==> config.mk <==
export PLATFORM = sky130hd
export DESIGN_NAME = program_counter_unit
export DESIGN_NICKNAME = d
export VERILOG_FILES = /design/src/rtl/program_counter_unit_pkg.sv /design/src/rtl/program_counter_unit_pc_next_select.sv /design/src/rtl/program_counter_unit.sv
export SDC_FILE = /design/constraint.sdc
export NUM_CORES = 1
export LEC_CHECK = 0
export ABC_AREA = 1
export ABC_CLOCK_PERIOD_IN_PS = 5000
export BUFFER_PORTS_ARGS = -buffer_cell sky130_fd_sc_hd__buf_2
export CORE_UTILIZATION = 45
export DETAILED_ROUTE_END_ITERATION = 8
export GPL_TIMING_DRIVEN = 0
export PLACE_DENSITY = 0.74
export SLEW_MARGIN = 10
export SYNTH_ARGS = -nofsm -noshare
export SYNTH_HDL_FRONTEND = slang
export SYNTH_SLANG_ARGS = --single-unit
==> constraint.sdc <==
create_clock -name Clk -period 5 [get_ports Clk]
set_input_delay 1.25 -clock Clk [delete_from_list [all_inputs] [get_ports Clk]]
set_output_delay 1.25 -clock Clk [all_outputs]
set_load 0.01 [all_outputs]
==> src/rtl/program_counter_unit_pkg.sv <==
// Shared encodings and constants for the IF-stage program counter unit.
package program_counter_unit_pkg;

  // Control FSM states
  typedef enum logic [1:0] {
    S_BOOT     = 2'd0,
    S_RUN      = 2'd1,
    S_REDIRECT = 2'd2
  } pc_state_e;

  // Next-PC source, listed in descending priority
  typedef enum logic [2:0] {
    SEL_EXC  = 3'd0,
    SEL_JR   = 3'd1,
    SEL_J    = 3'd2,
    SEL_BR   = 3'd3,
    SEL_HOLD = 3'd4,
    SEL_SEQ  = 3'd5
  } pc_sel_e;

  localparam logic [31:0] DEFAULT_RESET_VECTOR = 32'h0000_0000;
  localparam logic [31:0] DEFAULT_EXC_VECTOR   = 32'h8000_0180;

  // Instruction addresses must be word aligned
  function automatic logic is_misaligned(input logic [31:0] addr);
    return addr[1:0] != 2'b00;
  endfunction

  // Any select other than hold/sequential changes control flow and squashes IF/ID
  function automatic logic sel_is_redirect(input pc_sel_e sel);
    return (sel == SEL_EXC) || (sel == SEL_JR) || (sel == SEL_J) || (sel == SEL_BR);
  endfunction

endpackage

==> src/rtl/program_counter_unit_pc_next_select.sv <==
// Combinational next-PC priority encoder: picks the PC source and flags
// a misaligned redirect target.
module pc_next_select
  import program_counter_unit_pkg::*;
(
  input  logic        exception,
  input  logic        jump_reg,
  input  logic [31:0] reg_target,
  input  logic        jump,
  input  logic [31:0] jump_target,
  input  logic        branch_taken,
  input  logic [31:0] branch_target,
  input  logic        stall,
  output pc_sel_e     sel,
  output logic [31:0] redirect_target,
  output logic        misaligned_fault
);

  // Priority: exception > jr > j > branch > stall > sequential
  always_comb begin
    sel             = SEL_SEQ;
    redirect_target = 32'h0;
    if (exception) begin
      sel = SEL_EXC;
    end else if (jump_reg) begin
      sel             = SEL_JR;
      redirect_target = reg_target;
    end else if (jump) begin
      sel             = SEL_J;
      redirect_target = jump_target;
    end else if (branch_taken) begin
      sel             = SEL_BR;
      redirect_target = branch_target;
    end else if (stall) begin
      sel = SEL_HOLD;
    end
  end

  // Only address-carrying redirects can fault; the exception vector is trusted
  assign misaligned_fault = ((sel == SEL_JR) || (sel == SEL_J) || (sel == SEL_BR))
                            && is_misaligned(redirect_target);

endmodule

==> src/rtl/program_counter_unit.sv <==
// IF-stage architectural PC register with redirect arbitration, boot/redirect
// FSM, IF/ID flush pulse, EPC capture and fetch counter.
module program_counter_unit
  import program_counter_unit_pkg::*;
#(
  parameter logic [31:0] RESET_VECTOR = DEFAULT_RESET_VECTOR,
  parameter logic [31:0] EXC_VECTOR   = DEFAULT_EXC_VECTOR
) (
  input  logic        Clk,
  input  logic        Reset,
  input  logic [31:0] PCAddResult,
  input  logic        Stall,
  input  logic        BranchTaken,
  input  logic [31:0] BranchTarget,
  input  logic        Jump,
  input  logic [31:0] JumpTarget,
  input  logic        JumpReg,
  input  logic [31:0] RegTarget,
  input  logic        Exception,
  input  logic [31:0] ExcPC,
  output logic [31:0] PCResult,
  output logic        FetchValid,
  output logic        IFFlush,
  output logic [31:0] EPC,
  output logic        Misaligned,
  output logic [31:0] FetchCount
);

  pc_state_e   state_q, state_d;
  logic [31:0] pc_q, pc_d;
  logic [31:0] epc_q, epc_d;
  logic        misaligned_q, misaligned_d;
  logic [31:0] fetch_count_q, fetch_count_d;
  logic        fetch_valid_q, fetch_valid_d;
  logic        if_flush_q, if_flush_d;

  pc_sel_e     sel;
  logic [31:0] redirect_target;
  logic        misaligned_fault;
  logic        redirect;

  pc_next_select u_next_select (
    .exception        (Exception),
    .jump_reg         (JumpReg),
    .reg_target       (RegTarget),
    .jump             (Jump),
    .jump_target      (JumpTarget),
    .branch_taken     (BranchTaken),
    .branch_target    (BranchTarget),
    .stall            (Stall),
    .sel              (sel),
    .redirect_target  (redirect_target),
    .misaligned_fault (misaligned_fault)
  );

  assign redirect = sel_is_redirect(sel);

  // Next-state logic for the FSM, PC, EPC, sticky fault and fetch counter
  always_comb begin
    state_d       = state_q;
    pc_d          = pc_q;
    epc_d         = epc_q;
    misaligned_d  = misaligned_q;
    fetch_count_d = fetch_count_q;
    fetch_valid_d = fetch_valid_q;
    if_flush_d    = 1'b0;
    case (state_q)
      S_BOOT: begin
        // Inputs are ignored while the boot cycle drains
        state_d       = S_RUN;
        fetch_valid_d = 1'b1;
      end
      S_RUN, S_REDIRECT: begin
        case (sel)
          SEL_EXC: begin
            pc_d  = EXC_VECTOR;
            epc_d = ExcPC;
          end
          SEL_JR, SEL_J, SEL_BR: begin
            if (misaligned_fault) begin
              pc_d         = EXC_VECTOR;
              epc_d        = redirect_target;
              misaligned_d = 1'b1;
            end else begin
              pc_d = redirect_target;
            end
          end
          SEL_HOLD: pc_d = pc_q;
          default:  pc_d = PCAddResult;
        endcase
        if (fetch_valid_q && (!Stall || redirect)) begin
          fetch_count_d = fetch_count_q + 32'd1;
        end
        if_flush_d    = redirect;
        fetch_valid_d = 1'b1;
        state_d       = redirect ? S_REDIRECT : S_RUN;
      end
      default: begin
        // Unused encoding: recover through the boot cycle
        state_d       = S_BOOT;
        fetch_valid_d = 1'b0;
      end
    endcase
  end

  // State and output registers, cleared asynchronously
  always_ff @(posedge Clk or posedge Reset) begin
    if (Reset) begin
      state_q       <= S_BOOT;
      pc_q          <= RESET_VECTOR;
      epc_q         <= 32'h0;
      misaligned_q  <= 1'b0;
      fetch_count_q <= 32'h0;
      fetch_valid_q <= 1'b0;
      if_flush_q    <= 1'b0;
    end else begin
      state_q       <= state_d;
      pc_q          <= pc_d;
      epc_q         <= epc_d;
      misaligned_q  <= misaligned_d;
      fetch_count_q <= fetch_count_d;
      fetch_valid_q <= fetch_valid_d;
      if_flush_q    <= if_flush_d;
    end
  end

  assign PCResult   = pc_q;
  assign FetchValid = fetch_valid_q;
  assign IFFlush    = if_flush_q;
  assign EPC        = epc_q;
  assign Misaligned = misaligned_q;
  assign FetchCount = fetch_count_q;

endmodule

==> reports/metrics.yaml, run 1 <==
synth_mux_area_share_pct: 0
r2r-end: "EPC[1]"
cts.sinks: 101
synth_cells: 951
setup_viol: 0
cp.arrival_ns: 2.63
crit_top_cell: "buf_2"
synth-compound-area-share_pct: 9.183
cts_tree: "done"
nets: 1396
dr_total_vias: 7235
synth_top_family_by_area: "simple AND/OR/NAND/NOR gates"
via_per_inst: 5.142
clock_latency_ns: 0.36
antenna_found_initial: 1
p_leak_nw: 4.631
gp_congestion: 0.9020
setup_ws_ns: 2.652
finClkSkew_ns: 0.005781
crit_slowest_cell: "buf_2"
path_clk_slew_ns: 0.07
min_period_ns: 2.348
worst_pin_slew_ns: 0.5382
drc: 0
hp-class: "reg2reg"
postRouteAntennaNets: 0
die_h_um: 120.5
avgSynthCellArea_sq_um: 6.648
grt_use_met2_pct: 49.39
syn_to_final_growth_pct: 29.78
portBuffers: 263
synth_adder_area_share_pct: 0.5937
regToRegSetupSlack_ns: 3.21
netlist_area_sq_mm: 0.006322
timing.fmax_mhz: 425.8
grt_first_pass_wirelength_um: 33950
status: "finished, final reports clean"
utilization_pct: 60.99
critPathCapture: "PCResult[27]"
start_util_pct: 47.00
synth_xor_area_share_pct: 2.355
finalCritPeriodShare_pct: 46.97
grt_busiest_layer: "met2"
worstRegToRegCells: 6
synth_seq_cells: 101
ios: 266
track_usage_pct: 30.64
cts_hold_buf: 0
htree_num_levels: 3
crit_fanout: 10
fin_setup_tns_ns: 0
grt-ovfl-total: 0
cp-startpoint: "Exception"
cts-resized-gates: 0
slowest_delay_ns: 0.27
relSlewSlack_pct: 64.12
yosysSeqAreaShare_pct: 39.98
cts_setup_buffers: 0
dr.first_iter.drc_count: 511
fillers: 1341
die_area_sq_mm: 0.01453
maxSlewViolCount: 0
critPathKind: "in2reg"
coreArea_sq_mm: 0.01345
grt_use_met3_pct: 6.651
synth.distinct_cells: 28
hpwlAfterDp_um: 17030
start_kind: "input pin"
grt_pass1_vias: 6776
cap_viol_max_count: 0
hold_viol_final: 0
worstPathRequired_ns: 5.28
cts_root_buf: "clkbuf_16"
cp_cell_sequence: "buf_2, inv_2, buf_2, buf_2, nand3_1, nor2_1, nand3_1, a21oi_1"
place_ws_ns: 2.299
rsz0062_at_grt: "no"
num_rows: 42
synth_warnings: 0
synth-simple-area-share_pct: 40.00
end_kind: "flip-flop"
die_w_um: 120.5
vdd_drop_max_mv: 0.2858
cts_buffers: 9
routed_wl_um: 21590
grt_util_met1_pct: 38.87
rr_startpoint: "state_q[1]"
cts_max_path_buffers: 2
powerDensity_mw_per_mm2: 492.1
syn_nets: 1121
grt_max_degree: 80
wl_per_cell_um: 15.35
first_pass_iters: 5
drive_gt1_share_pct: 27.32
[power breakdown]
part	internal, mW	switching [mW]	leakage [nW]
Clock	0.439	0.321	0.153
Combinational	0.721	1.25	3.20
Sequential	1.13	0.178	1.28
Total	2.29	1.75	4.63
[final cells by class]
class,instances,area [sq um],area share (%)
flip-flops and latches,101,2527,30.80
plain buffers,49,282.8,3.446
well taps,176,220.2,2.684
inverters,57,221.5,2.699
clock inverters,5,82.58,1.006
diodes,1,2.502,0.03050
clock buffers,10,229.0,2.790
repair buffers,264,1344,16.38
multi-input cells,744,3296,40.16
[flip-flops by register name, indices dropped and copies added, names as in the netlist]
register / count
FetchCount: 32
state_q: 2
EPC: 32
FetchValid: 1
IFFlush: 1
Misaligned: 1
PCResult: 32
[how the worst min path moves through the flow]
stage	from	endpoint	slack, ns	cells after the start
2_1_floorplan	Misaligned	Misaligned	0.49	1
3_3_place_gp	Misaligned	Misaligned	0.44	1
3_5_place_dp	Misaligned	Misaligned	0.44	1
4_1_cts	Misaligned	Misaligned	0.46	1
5_1_grt	Misaligned	Misaligned	0.48	1
6_report	Misaligned	Misaligned	0.46	1
[critical path, delay by kind of cell]
| family | cells | cell delay (ns) |
|---|---|---|
| buffers and inverters | 4 | 0.77 |
| and+or+nand+nor | 3 | 0.44 |
| AOI/OAI and AO/OA | 1 | 0.16 |
[cells by family after synthesis]
family / count (synthesis)
adder cells (fa/ha/maj): 3
flip-flops: 101
AND/OR/NAND/NOR: 609
AO/OA/AOI/OAI: 115
buffers and inverters: 106
XOR/XNOR: 17
[cell usage after synthesis]
master,instances,area [sq um]
nand2_2,3,18.77
dfrtp_1,101,2527
o21a_1,1,7.510
buf_6,4,45.04
inv_1,53,198.9
a21oi_1,85,425.4
inv_4,1,6.260
nand3b_1,13,97.59
nor2_1,128,480.5
nor2_2,2,12.51
nand3_1,95,475.5
a21o_1,1,7.510
o21ai_0,28,140.1
buf_2,31,155.2
xnor2_1,2,17.52
nand2_4,2,22.52
nor2_4,2,22.52
clkbuf_1,3,11.26
nand4_4,1,21.27
inv_2,3,11.26
or2_1,1,6.260
clkbuf_4,1,7.510
buf_1,3,11.26
ha_1,3,37.54
nand2_1,357,1340
buf_4,7,52.55
xor2_1,15,131.4
nand4_1,5,31.28
[stage by stage]
stage / instances / hold WS, ns / area (sq um) / total power, mW
2_1_floorplan: 951 / 0.4932 / 6322 / 2.539
3_3_place_gp: 1390 / 0.4449 / 7859 / 3.237
3_5_place_dp: 1391 / 0.4435 / 7891 / 3.290
4_1_cts: 1406 / 0.4617 / 8203 / 4.048
5_1_grt: 1407 / 0.4836 / 8205 / 4.349
6_report: 1407 / 0.4560 / 8205 / 4.038
[metal layers]
| layer | routed length (um) | share of wire (%) |
|---|---|---|
| met1 | 9185 | 43 |
| met2 | 9818 | 45 |
| met3 | 1727 | 8.0 |
| met4 | 862 | 4.0 |
| met5 | 0 | 0 |
[cells in the final DEF (no fill, tap or decap), types with 3 or more instances in the layout]
cell type  synthesis  final
buf_2             31    294
clkbuf_16          0      9
nor2_1           128    128
inv_1             53     52
nand2_2            3      3
xor2_1            15     15
inv_2              3      3
a21oi_1           85     85
dfrtp_1          101    101
clkbuf_1           3      4
o21ai_0           28     28
nand3_1           95     95
buf_1              3      3
nand4_1            5      5
nand2_1          357    357
buf_4              7      7
buf_6              4      4
inv_6              0      3
ha_1               3      3
nand3b_1          13     13
No activity file was read; power rests on OpenSTA's default activity.
==> run 2, diff against run 1 <==
--- a/config.mk
+++ b/config.mk
@@ -6,12 +6,12 @@
 export NUM_CORES = 1
 export LEC_CHECK = 0
 export ABC_AREA = 1
-export ABC_CLOCK_PERIOD_IN_PS = 5000
+export ABC_CLOCK_PERIOD_IN_PS = 2000
 export BUFFER_PORTS_ARGS = -buffer_cell sky130_fd_sc_hd__buf_2
-export CORE_UTILIZATION = 45
+export CORE_UTILIZATION = 44
 export DETAILED_ROUTE_END_ITERATION = 8
 export GPL_TIMING_DRIVEN = 0
-export PLACE_DENSITY = 0.74
+export PLACE_DENSITY = 0.75
 export SLEW_MARGIN = 10
 export SYNTH_ARGS = -nofsm -noshare
 export SYNTH_HDL_FRONTEND = slang
==> constraint.sdc (replaced) <==
create_clock -name Clk -period 2 [get_ports Clk]
set_input_delay 0.5 -clock Clk [delete_from_list [all_inputs] [get_ports Clk]]
set_output_delay 0.5 -clock Clk [all_outputs]
set_load 0.01 [all_outputs]
==> run 2 against run 1 <==
Net effect:
- global-route usage shrank 0.22 points
- worst setup slack got worse by 2.5 ns
- via count is 1.4% higher
- die area up 2.2%
- sequential share of layout area about the same
- final area rose by 0.15%
- total power is 150% higher
- first-iteration DRC count increased by 25%
- largest power group unchanged
==> reports/metrics.yaml, run 2 (same netlist as run 1, synthesis figures left out) <==
cap_viol_max_count: 0  # unchanged
cts_tree: "done"
grt-ovfl-total: 0  # unchanged
finClkSkew_ns: 0.007347  # +0.001567 ns
timing.fmax_mhz: 548.2
p_leak_nw: 4.634  # about the same
grt_first_pass_wirelength_um: 34310  # +1.1%
cts_max_path_buffers: 2  # unchanged
min_period_ns: 1.824
maxSlewViolCount: 0  # unchanged
hold_slack_ns: 0.1444  # -0.3115 ns
place_ws_ns: 0.02300  # -2.276 ns
cts-resized-gates: 0  # unchanged
path_clk_slew_ns: 0.08  # about the same
syn_to_final_growth_pct: 29.98
status: "finished, final reports clean"
fin_setup_tns_ns: 0  # unchanged
n_antenna_cell: 0  # -1
cts_buffers: 9  # unchanged
antenna_found_initial: 2  # +1
drive_gt1_share_pct: 27.58  # +0.26 points
clock_latency_ns: 0.36  # about the same
start_kind: "flip-flop"
die_h_um: 121.9  # +1.1%
powerDensity_mw_per_mm2: 1219  # +150%
fillers: 1359  # +1.3%
multiInputGateArea_sq_mm: 0.003296  # unchanged
final_common_cell: "nand2_1"
seq_area_sq_mm: 0.002527  # unchanged
htree_num_levels: 3  # unchanged
portBuffers: 263  # unchanged
num_rows: 43  # +2.4%
end_kind: "flip-flop"
grt_pass1_vias: 6791  # +0.22%
dr_total_vias: 7339  # +1.4%
hold_viol_final: 0  # unchanged
wl_per_cell_um: 15.59  # +1.6%
postRouteAntennaNets: 0  # unchanged
gp_congestion: 0.9606  # +6.5%
die_area_sq_mm: 0.01485  # +2.2%
setup_viol: 0  # unchanged
die_w_um: 121.9  # +1.1%
cts_root_buf: "clkbuf_16"
rr_startpoint: "state_q[0]"
drc: 0  # unchanged
crit_fanout: 10  # unchanged
track_usage_pct: 30.42  # -0.22 points
rsz0062_at_grt: "no"
worstPathRequired_ns: 2.30  # -2.98 ns
cp.arrival_ns: 2.12  # -0.51 ns
critPathKind: "reg2reg"
vdd_drop_max_mv: 0.6736  # +140%
setup_ws_ns: 0.1759  # -2.476 ns
relSlewSlack_pct: 63.08  # -1.0 points
routed_wl_um: 22020  # +2.0%
finalCritPeriodShare_pct: 91.20
dr.first_iter.drc_count: 640  # +25%
cts_hold_buf: 0  # unchanged
worst_pin_slew_ns: 0.5538  # +0.01559 ns
first_pass_iters: 5  # unchanged
via_per_inst: 5.194  # +1.0%
nets: 1398  # +0.14%
start_util_pct: 45.37  # -1.6 points
grt_max_degree: 38  # -53%
ios: 266  # unchanged
final_cell_mix: "357 x nand2_1, 294 x buf_2, 128 x nor2_1, 101 x dfrtp_1, 95 x nand3_1"
cts.sinks: 101  # unchanged
cts_setup_buffers: 0  # unchanged
cp-startpoint: "state_q[0]"
hpwlAfterDp_um: 17330  # +1.8%
hp-class: "in2async"
power_mw: 10.01  # +150%
coreArea_sq_mm: 0.01393  # +3.6%
## run 2: cell types whose count changed in the layout (fill, tap and decap cells not counted), sizes merged
cell      change
bufinv        -2
clkbuf        -1
buf           +2
inv           +1
clkinv        +2
diode         -1
clkinvlp      +1
## run 2: per-stage QoR
stage	cells	instance area (sq um)	util, %
global placement	1394	7868	56.46
floorplan	951	6326	-
finish	1413	8218	58.97
detailed placement	1397	7928	56.89
CTS	1413	8218	58.97
global route	1413	8218	58.97
## run 2: final cells by class
class / instances / share of cell area (%)
well taps: 180 / 2.741
multi-input cells: 744 / 40.10
clock inverters: 7 / 0.7917
clock buffers: 9 / 2.741
repair buffers: 266 / 16.75
plain buffers: 49 / 3.441
inverters: 57 / 2.680
flip-flops and latches: 101 / 30.76
## run 2: critical path, stage by stage, from the launching register on
cell and delay [ns]:
dfrtp_1 0.36, inv_1 0.05, ha_1 0.32, buf_2 0.28
buf_1 0.47, nand3_1 0.18, nand2_1 0.10
## run 2: per-layer routing
| metal | vias up | share of wire (%) | GRT usage [%] |
|---|---|---|---|
| li1 | 3576 | - | - |
| met1 | 3372 | 42 | 39.25 |
| met2 | 335 | 46 | 48.66 |
| met3 | 52 | 8.6 | 7.116 |
| met4 | 4 | 3.3 | 12.96 |
| met5 | - | 0.10 | 0 |
## run 2: path summary, 6_finish.rpt
kind	endpoint	slack [ns]	cells past startpoint
hold / removal	FetchCount[2]	0.14	2
hold reg to reg	Misaligned	0.47	1
max in group asynchronous	EPC[21]	0.90	5
setup / recovery	EPC[23]	0.18	6
setup reg to reg	EPC[23]	0.18	6
min in group Clk	PCResult[0]	0.36	3
## run 2: power by group
part	internal (mW)	switching, mW
combinational	1.81	3.19
sequential	2.81	0.432
clock	0.879	0.894
